===== config.mk =====
export PLATFORM = sky130hd
export DESIGN_NAME = ir_nec_tx_flat
export DESIGN_NICKNAME = d
export VERILOG_FILES = /design/src/rtl/ir_nec_tx_if.sv /design/src/rtl/ir_nec_tx.sv /design/src/flat_wrapper.sv
export SDC_FILE = /design/constraint.sdc
export NUM_CORES = 1
export LEC_CHECK = 0
export BUFFER_PORTS_ARGS = -buffer_cell sky130_fd_sc_hd__buf_2
export CAP_MARGIN = 20
export CORE_MARGIN = 2
export CORE_UTILIZATION = 30
export CTS_BUF_LIST = sky130_fd_sc_hd__clkbuf_8 sky130_fd_sc_hd__clkbuf_16
export CTS_CLUSTER_DIAMETER = 60
export DETAILED_ROUTE_END_ITERATION = 6
export PLACE_DENSITY_LB_ADDON = 0.1
export SYNTH_ARGS = -nofsm -noshare
export SYNTH_HDL_FRONTEND = slang
export SYNTH_SLANG_ARGS = --single-unit

===== constraint.sdc =====
create_clock -name clk27 -period 5.34 [get_ports clk27]
set_input_delay 1.068 -clock clk27 [delete_from_list [all_inputs] [get_ports clk27]]
set_output_delay 1.068 -clock clk27 [all_outputs]
set_load 0.01 [all_outputs]

===== src/rtl/ir_nec_tx_if.sv =====
// NEC IR transmitter request/status bundle.
// master: the requester that drives code/start/hold; slave: the transmitter.
interface ir_nec_tx_if;
    logic [15:0] tx_code;   // [15:8] address, [7:0] command
    logic        tx_start;
    logic        tx_hold;
    logic        tx_busy;
    logic        tx_done;
    logic        ir_env;
    logic        ir_tx;

    modport master (
        output tx_code, tx_start, tx_hold,
        input  tx_busy, tx_done, ir_env, ir_tx
    );

    modport slave (
        input  tx_code, tx_start, tx_hold,
        output tx_busy, tx_done, ir_env, ir_tx
    );
endinterface


===== src/rtl/ir_nec_tx.sv =====
// NEC infrared frame transmitter.
// Sends lead mark/space, 32 data bits (addr, ~addr, cmd, ~cmd, LSB first), a stop
// mark, then idles in GAP until the frame-to-frame spacing has elapsed.
// Optional macro IR_NEC_TX_REPEAT_EN: while tx_hold is high at GAP exit, NEC
// repeat codes are sent instead of returning to IDLE.
module ir_nec_tx #(
    parameter int UNIT_CYC    = 15188,
    parameter int CARRIER_CYC = 711,
    parameter int CARRIER_HI  = 237,
    parameter int FRAME_UNITS = 192
) (
    input  logic        clk27,
    input  logic        po_reset_n,
    ir_nec_tx_if.slave  bus
);
    localparam int UCW = $clog2(UNIT_CYC + 1);
    localparam int CCW = $clog2(CARRIER_CYC + 1);
    localparam int FW  = $clog2(FRAME_UNITS + 1);

    typedef enum logic [3:0] {
        IDLE, LEAD_MARK, LEAD_SPACE, BIT_MARK, BIT_SPACE,
        STOP_MARK, GAP, RPT_MARK, RPT_SPACE, RPT_STOP
    } state_t;

    state_t           state, state_nxt;
    logic [UCW-1:0]   unit_cnt;
    logic [4:0]       st_units;
    logic [FW-1:0]    frm_cnt;
    logic [4:0]       bit_cnt;
    logic [31:0]      shreg;
    logic [CCW-1:0]   car_cnt, car_nxt;
    logic             mark_nxt, done_nxt;
    logic             env_q, tx_q, done_q;
    logic             unit_end, st_last, gap_end;

    // Length of each timed state in units; a data bit's space depends on its value.
    function automatic logic [4:0] st_dur(input state_t s, input logic b);
        case (s)
            LEAD_MARK:  st_dur = 5'd16;
            LEAD_SPACE: st_dur = 5'd8;
            BIT_SPACE:  st_dur = b ? 5'd3 : 5'd1;
            RPT_MARK:   st_dur = 5'd16;
            RPT_SPACE:  st_dur = 5'd4;
            default:    st_dur = 5'd1;
        endcase
    endfunction

    assign unit_end = (unit_cnt == UCW'(UNIT_CYC - 1));
    assign st_last  = unit_end && (st_units == st_dur(state, shreg[0]) - 5'd1);
    assign gap_end  = unit_end && (frm_cnt == FW'(FRAME_UNITS - 1));

`ifndef IR_NEC_TX_REPEAT_EN
    logic unused_hold;
    assign unused_hold = bus.tx_hold;
`endif

    // State register.
    always_ff @(posedge clk27 or negedge po_reset_n) begin
        if (!po_reset_n) state <= IDLE;
        else             state <= state_nxt;
    end

    // Next-state: every timed state leaves on the last cycle of its final unit.
    always_comb begin
        state_nxt = state;
        case (state)
            IDLE:       if (bus.tx_start) state_nxt = LEAD_MARK;
            LEAD_MARK:  if (st_last) state_nxt = LEAD_SPACE;
            LEAD_SPACE: if (st_last) state_nxt = BIT_MARK;
            BIT_MARK:   if (st_last) state_nxt = BIT_SPACE;
            BIT_SPACE:  if (st_last) state_nxt = (bit_cnt == 5'd31) ? STOP_MARK : BIT_MARK;
            STOP_MARK:  if (st_last) state_nxt = GAP;
            GAP: if (gap_end) begin
`ifdef IR_NEC_TX_REPEAT_EN
                state_nxt = bus.tx_hold ? RPT_MARK : IDLE;
`else
                state_nxt = IDLE;
`endif
            end
            RPT_MARK:   if (st_last) state_nxt = RPT_SPACE;
            RPT_SPACE:  if (st_last) state_nxt = RPT_STOP;
            RPT_STOP:   if (st_last) state_nxt = GAP;
            default:    state_nxt = IDLE;
        endcase
    end

    // Output decode: envelope and carrier phase for the coming cycle, done on GAP->IDLE.
    always_comb begin
        mark_nxt = (state_nxt == LEAD_MARK) || (state_nxt == BIT_MARK) ||
                   (state_nxt == STOP_MARK) || (state_nxt == RPT_MARK) ||
                   (state_nxt == RPT_STOP);
        car_nxt  = '0;
        if (mark_nxt && (state_nxt == state) && (car_cnt != CCW'(CARRIER_CYC - 1)))
            car_nxt = car_cnt + 1'b1;
        done_nxt = (state == GAP) && (state_nxt == IDLE);
    end

    // Registered outputs keep ir_tx glitch-free and aligned with the envelope.
    always_ff @(posedge clk27 or negedge po_reset_n) begin
        if (!po_reset_n) begin
            car_cnt <= '0;
            env_q   <= 1'b0;
            tx_q    <= 1'b0;
            done_q  <= 1'b0;
        end else begin
            car_cnt <= car_nxt;
            env_q   <= mark_nxt;
            tx_q    <= mark_nxt && (car_nxt < CCW'(CARRIER_HI));
            done_q  <= done_nxt;
        end
    end

    // Unit, state-unit, frame-unit and bit counters plus the data shift word.
    always_ff @(posedge clk27 or negedge po_reset_n) begin
        if (!po_reset_n) begin
            unit_cnt <= '0;
            st_units <= '0;
            frm_cnt  <= '0;
            bit_cnt  <= '0;
            shreg    <= '0;
        end else if (state == IDLE) begin
            unit_cnt <= '0;
            st_units <= '0;
            frm_cnt  <= '0;
            bit_cnt  <= '0;
            if (bus.tx_start)
                shreg <= {~bus.tx_code[7:0], bus.tx_code[7:0],
                          ~bus.tx_code[15:8], bus.tx_code[15:8]};
        end else begin
            unit_cnt <= unit_end ? '0 : unit_cnt + 1'b1;
            if (state_nxt != state || state == GAP) st_units <= '0;
            else if (unit_end)                      st_units <= st_units + 1'b1;
            // A repeat code starts a new frame period.
            if (state_nxt == RPT_MARK && state != RPT_MARK) frm_cnt <= '0;
            else if (unit_end)                              frm_cnt <= frm_cnt + 1'b1;
            if (state == BIT_SPACE && st_last) begin
                shreg   <= shreg >> 1;
                bit_cnt <= bit_cnt + 1'b1;
            end
        end
    end

    assign bus.tx_busy = (state != IDLE);
    assign bus.tx_done = done_q;
    assign bus.ir_env  = env_q;
    assign bus.ir_tx   = tx_q;
endmodule

===== src/flat_wrapper.sv =====
// flat-port wrapper written by rule: the top's interface ports become plain ports
module ir_nec_tx_flat 
#(
    parameter int UNIT_CYC    = 15188,
    parameter int CARRIER_CYC = 711,
    parameter int CARRIER_HI  = 237,
    parameter int FRAME_UNITS = 192
)
  (clk27, po_reset_n, bus_tx_code, bus_tx_start, bus_tx_hold, bus_tx_busy, bus_tx_done, bus_ir_env, bus_ir_tx);
  ir_nec_tx_if bus_i ();
  input  logic clk27;
  input  logic po_reset_n;
  input wire logic [$bits(bus_i.tx_code)-1:0] bus_tx_code;
  input wire logic [$bits(bus_i.tx_start)-1:0] bus_tx_start;
  input wire logic [$bits(bus_i.tx_hold)-1:0] bus_tx_hold;
  output wire logic [$bits(bus_i.tx_busy)-1:0] bus_tx_busy;
  output wire logic [$bits(bus_i.tx_done)-1:0] bus_tx_done;
  output wire logic [$bits(bus_i.ir_env)-1:0] bus_ir_env;
  output wire logic [$bits(bus_i.ir_tx)-1:0] bus_ir_tx;
  assign bus_i.tx_code = bus_tx_code;
  assign bus_i.tx_start = bus_tx_start;
  assign bus_i.tx_hold = bus_tx_hold;
  assign bus_tx_busy = bus_i.tx_busy;
  assign bus_tx_done = bus_i.tx_done;
  assign bus_ir_env = bus_i.ir_env;
  assign bus_ir_tx = bus_i.ir_tx;
  ir_nec_tx #(.UNIT_CYC(UNIT_CYC), .CARRIER_CYC(CARRIER_CYC), .CARRIER_HI(CARRIER_HI), .FRAME_UNITS(FRAME_UNITS)) u_core (.clk27(clk27), .po_reset_n(po_reset_n), .bus(bus_i));
endmodule

==> metrics.txt <==
syn avg cell area 9.26 um^2; Crit-path slowest cell dfrtp_1; CTS sink cnt 81; Syn Inst Count 475; Setup TNS 0 ns; Synth Flop Type dfrtp_1; max-slew violations 0; drt drc 0; Net Count, Synth 503; Async S/R FF share, synth 1.00; Final Util 0.344; initial drt markers 230; largest net degree at the start of global routing 58; RSZ-0062 raised after global routing no; Crit path max-delay family simple AND/OR/NAND/NOR gates; CTS tree yes; total global-route track usage 0.128; Clk Latency, worst-skew pair 0.35 ns; fmax 283 MHz; full die area 15600 um^2; hold buffer count at CTS 0; area delta synth->final 12.8%; DR pass1 iterations 4; core area 14400 um^2; number of global-route vias before repair 3404; Critical Path, Cell by Cell xnor2_1 -> nand2_1 -> nand2_1 -> ha_1 -> xnor2_1 -> or3_1 -> o211ai_2 -> o211a_1 -> nand3_1 -> or3_1 -> a21oi_1; post-detailed-routing wire length 9300 um; placer congestion estimate 0.775; FILL cells 1506; largest cells by area after synthesis dfrtp_1 46%, nand2_1 6.1%, xor2_1 4.4%; Hold Crit Class reg2reg; Final nets 516; Final Critical Period 3.53 ns; die width 125 um; PortBufs 22; # H-tree levels 3; post-route antenna net violation count 0; hpwl dp 6130 um; Crit path required time 5.60 ns; Die Y-Extent 125 um; Synth Warn # 0; setup ws final 1.81 ns; Hold Fails Final Rpt 0; Slew headroom 0.504; post-CTS sizing 0; DP Worst Slack 1.80 ns; total of max-cap violations 0; Via-to-Cell Ratio 4.98; crit path kind reg2reg; worst clock skew 0.0113 ns; Tot Pwr 0.00127 W; Inserted Clock Buffers 9; diodes inserted 0; CTS clk-pin slew, worst paths 0.06 ns; GRT overflow 0; Worst IR Drop VDD 0.137 mV; post-CTS setup buffers 0; crit path buf inv count 0; area leader, netlist dfrtp_1; final setup violation count 0; P per Cell Area 255 nW/um^2; status finished clean; top cell type's share of synthesized area 0.461; P_leak 2.22 nW; crit end category flip-flop; Max Buffers Root-to-Sink 2; Worst Hold Slack 0.477 ns; initial antenna violation count 0; share of layout cells above drive strength 1 0.120; Cell variety after synth 52; std cell rows 44; Boundary Pins 24; Worst Path Max Fanout 22; clk root buf clkbuf_16; synthesized area 4400 um^2; Critical Path AT 3.80 ns; part of the Yosys area used for sequential elements 0.461; Initial Utilization 0.305; critical path's largest stage delay 0.82 ns; Post-synth EDFFs 0; first-pass GRT wire length 16500 um; actual slew at the worst max-slew pin 0.744 ns; via count 3369; wire per inst 13.7 um; flops & latches, synth 81; CP startpoint kind flip-flop; Period Utilization, post-route 0.662
==> final cells by class <==
type | instances | area (um^2) | share of cell area
clock buffers | 10 | 239 | 0.0482
clock inverters | 6 | 65.1 | 0.0131
inverters | 11 | 41.3 | 0.00832
repair buffers | 31 | 180 | 0.0363
well taps | 184 | 230 | 0.0464
flip-flops and latches | 81 | 2030 | 0.408
multi-input cells | 354 | 2180 | 0.439
==> Yosys cell counts (3+ instances only) <==
cell and number:
o21ai_0 25, o211ai_1 4, mux2i_1 3, ha_1 8, nand3_1 17, xor2_1 22, nand2b_1 5, mux2_2 3
mux2_1 13, nor4_1 6, xnor2_1 16, inv_1 11, nand4_1 8, nand2_1 72, buf_4 3, a31oi_1 19
and3_1 7, and2_1 4, or2_2 3, dfrtp_1 81, buf_6 5, buf_2 4, or3_1 5, nor2_1 43
a21oi_1 10, clkbuf_1 16, nor3_1 28
==> through the flow <==
step	std cells	area [um^2]
2_1_floorplan	475	4400
3_3_place_gp	661	4660
3_5_place_dp	661	4660
4_1_cts	677	4960
5_1_grt	677	4960
6_report	677	4960
==> sequential cells by signal, summed over array words and instances, names as in the netlist <==
signal	count
u_core.st_units	5
u_core.car_cnt	10
u_core.unit_cnt	14
u_core.bit_cnt	5
u_core.bus.ir_tx	1
u_core.bus.tx_done	1
u_core.frm_cnt	8
u_core.shreg	32
u_core.state	4
u_core.bus.ir_env	1
==> layer usage <==
layer,track usage,vias up,routed length (um),share of wire
met5,0,-,0,0
met4,0.0359,0,95,0.010
met3,0.0411,5,304,0.033
met2,0.204,38,4240,0.46
met1,0.169,1639,4660,0.50
li1,-,1687,-,-
==> cell families after synthesis <==
kind of cell	after synthesis	synth area share
adders and majority gates	8	0.0228
AOI/OAI and AO/OA	82	0.125
DFF	81	0.461
buffers and inverters	40	0.0464
xor gates and xnor gates	38	0.0757
and+or+nand+nor	207	0.222
muxes	19	0.0478
==> cell usage in the layout, fill, tap and decap left out, drive strengths merged, types with 16 or more instances in the layout <==
cell type / n
nand2: 72
nor3: 28
buf: 31
a31oi: 19
xor2: 22
xnor2: 16
o21ai: 26
nand3: 17
mux2: 16
nor2: 43
dfrtp: 81
==> path summary, 6_finish.rpt <==
check	start	end	slack, ns	cells after the start
min	u_core.unit_cnt[0]$_DFF_PN0_	u_core.unit_cnt[0]$_DFF_PN0_	0.48	1
max in group asynchronous	po_reset_n	u_core.shreg[9]$_DFFE_PN0P_	3.67	2
min reg2reg	u_core.unit_cnt[0]$_DFF_PN0_	u_core.unit_cnt[0]$_DFF_PN0_	0.48	1
max reg2reg	u_core.state[1]$_DFF_PN0_	u_core.bit_cnt[3]$_DFFE_PN0P_	1.81	11
max	u_core.state[1]$_DFF_PN0_	u_core.bit_cnt[3]$_DFFE_PN0P_	1.81	11
min in group asynchronous	po_reset_n	u_core.car_cnt[0]$_DFF_PN0_	0.62	1
==> power by group <==
| part | internal [W] | switching (W) | leakage [nW] | total (W) |
|---|---|---|---|---|
| clock network | 0.000376 | 0.000255 | 0.149 | 0.000630 |
| logic | 0.00000558 | 0.0000156 | 0.985 | 0.0000212 |
| registers | 0.000614 | 0 | 1.08 | 0.000614 |
| total | 0.000995 | 0.000271 | 2.22 | 0.00127 |
(Power assumes the default switching activity.)
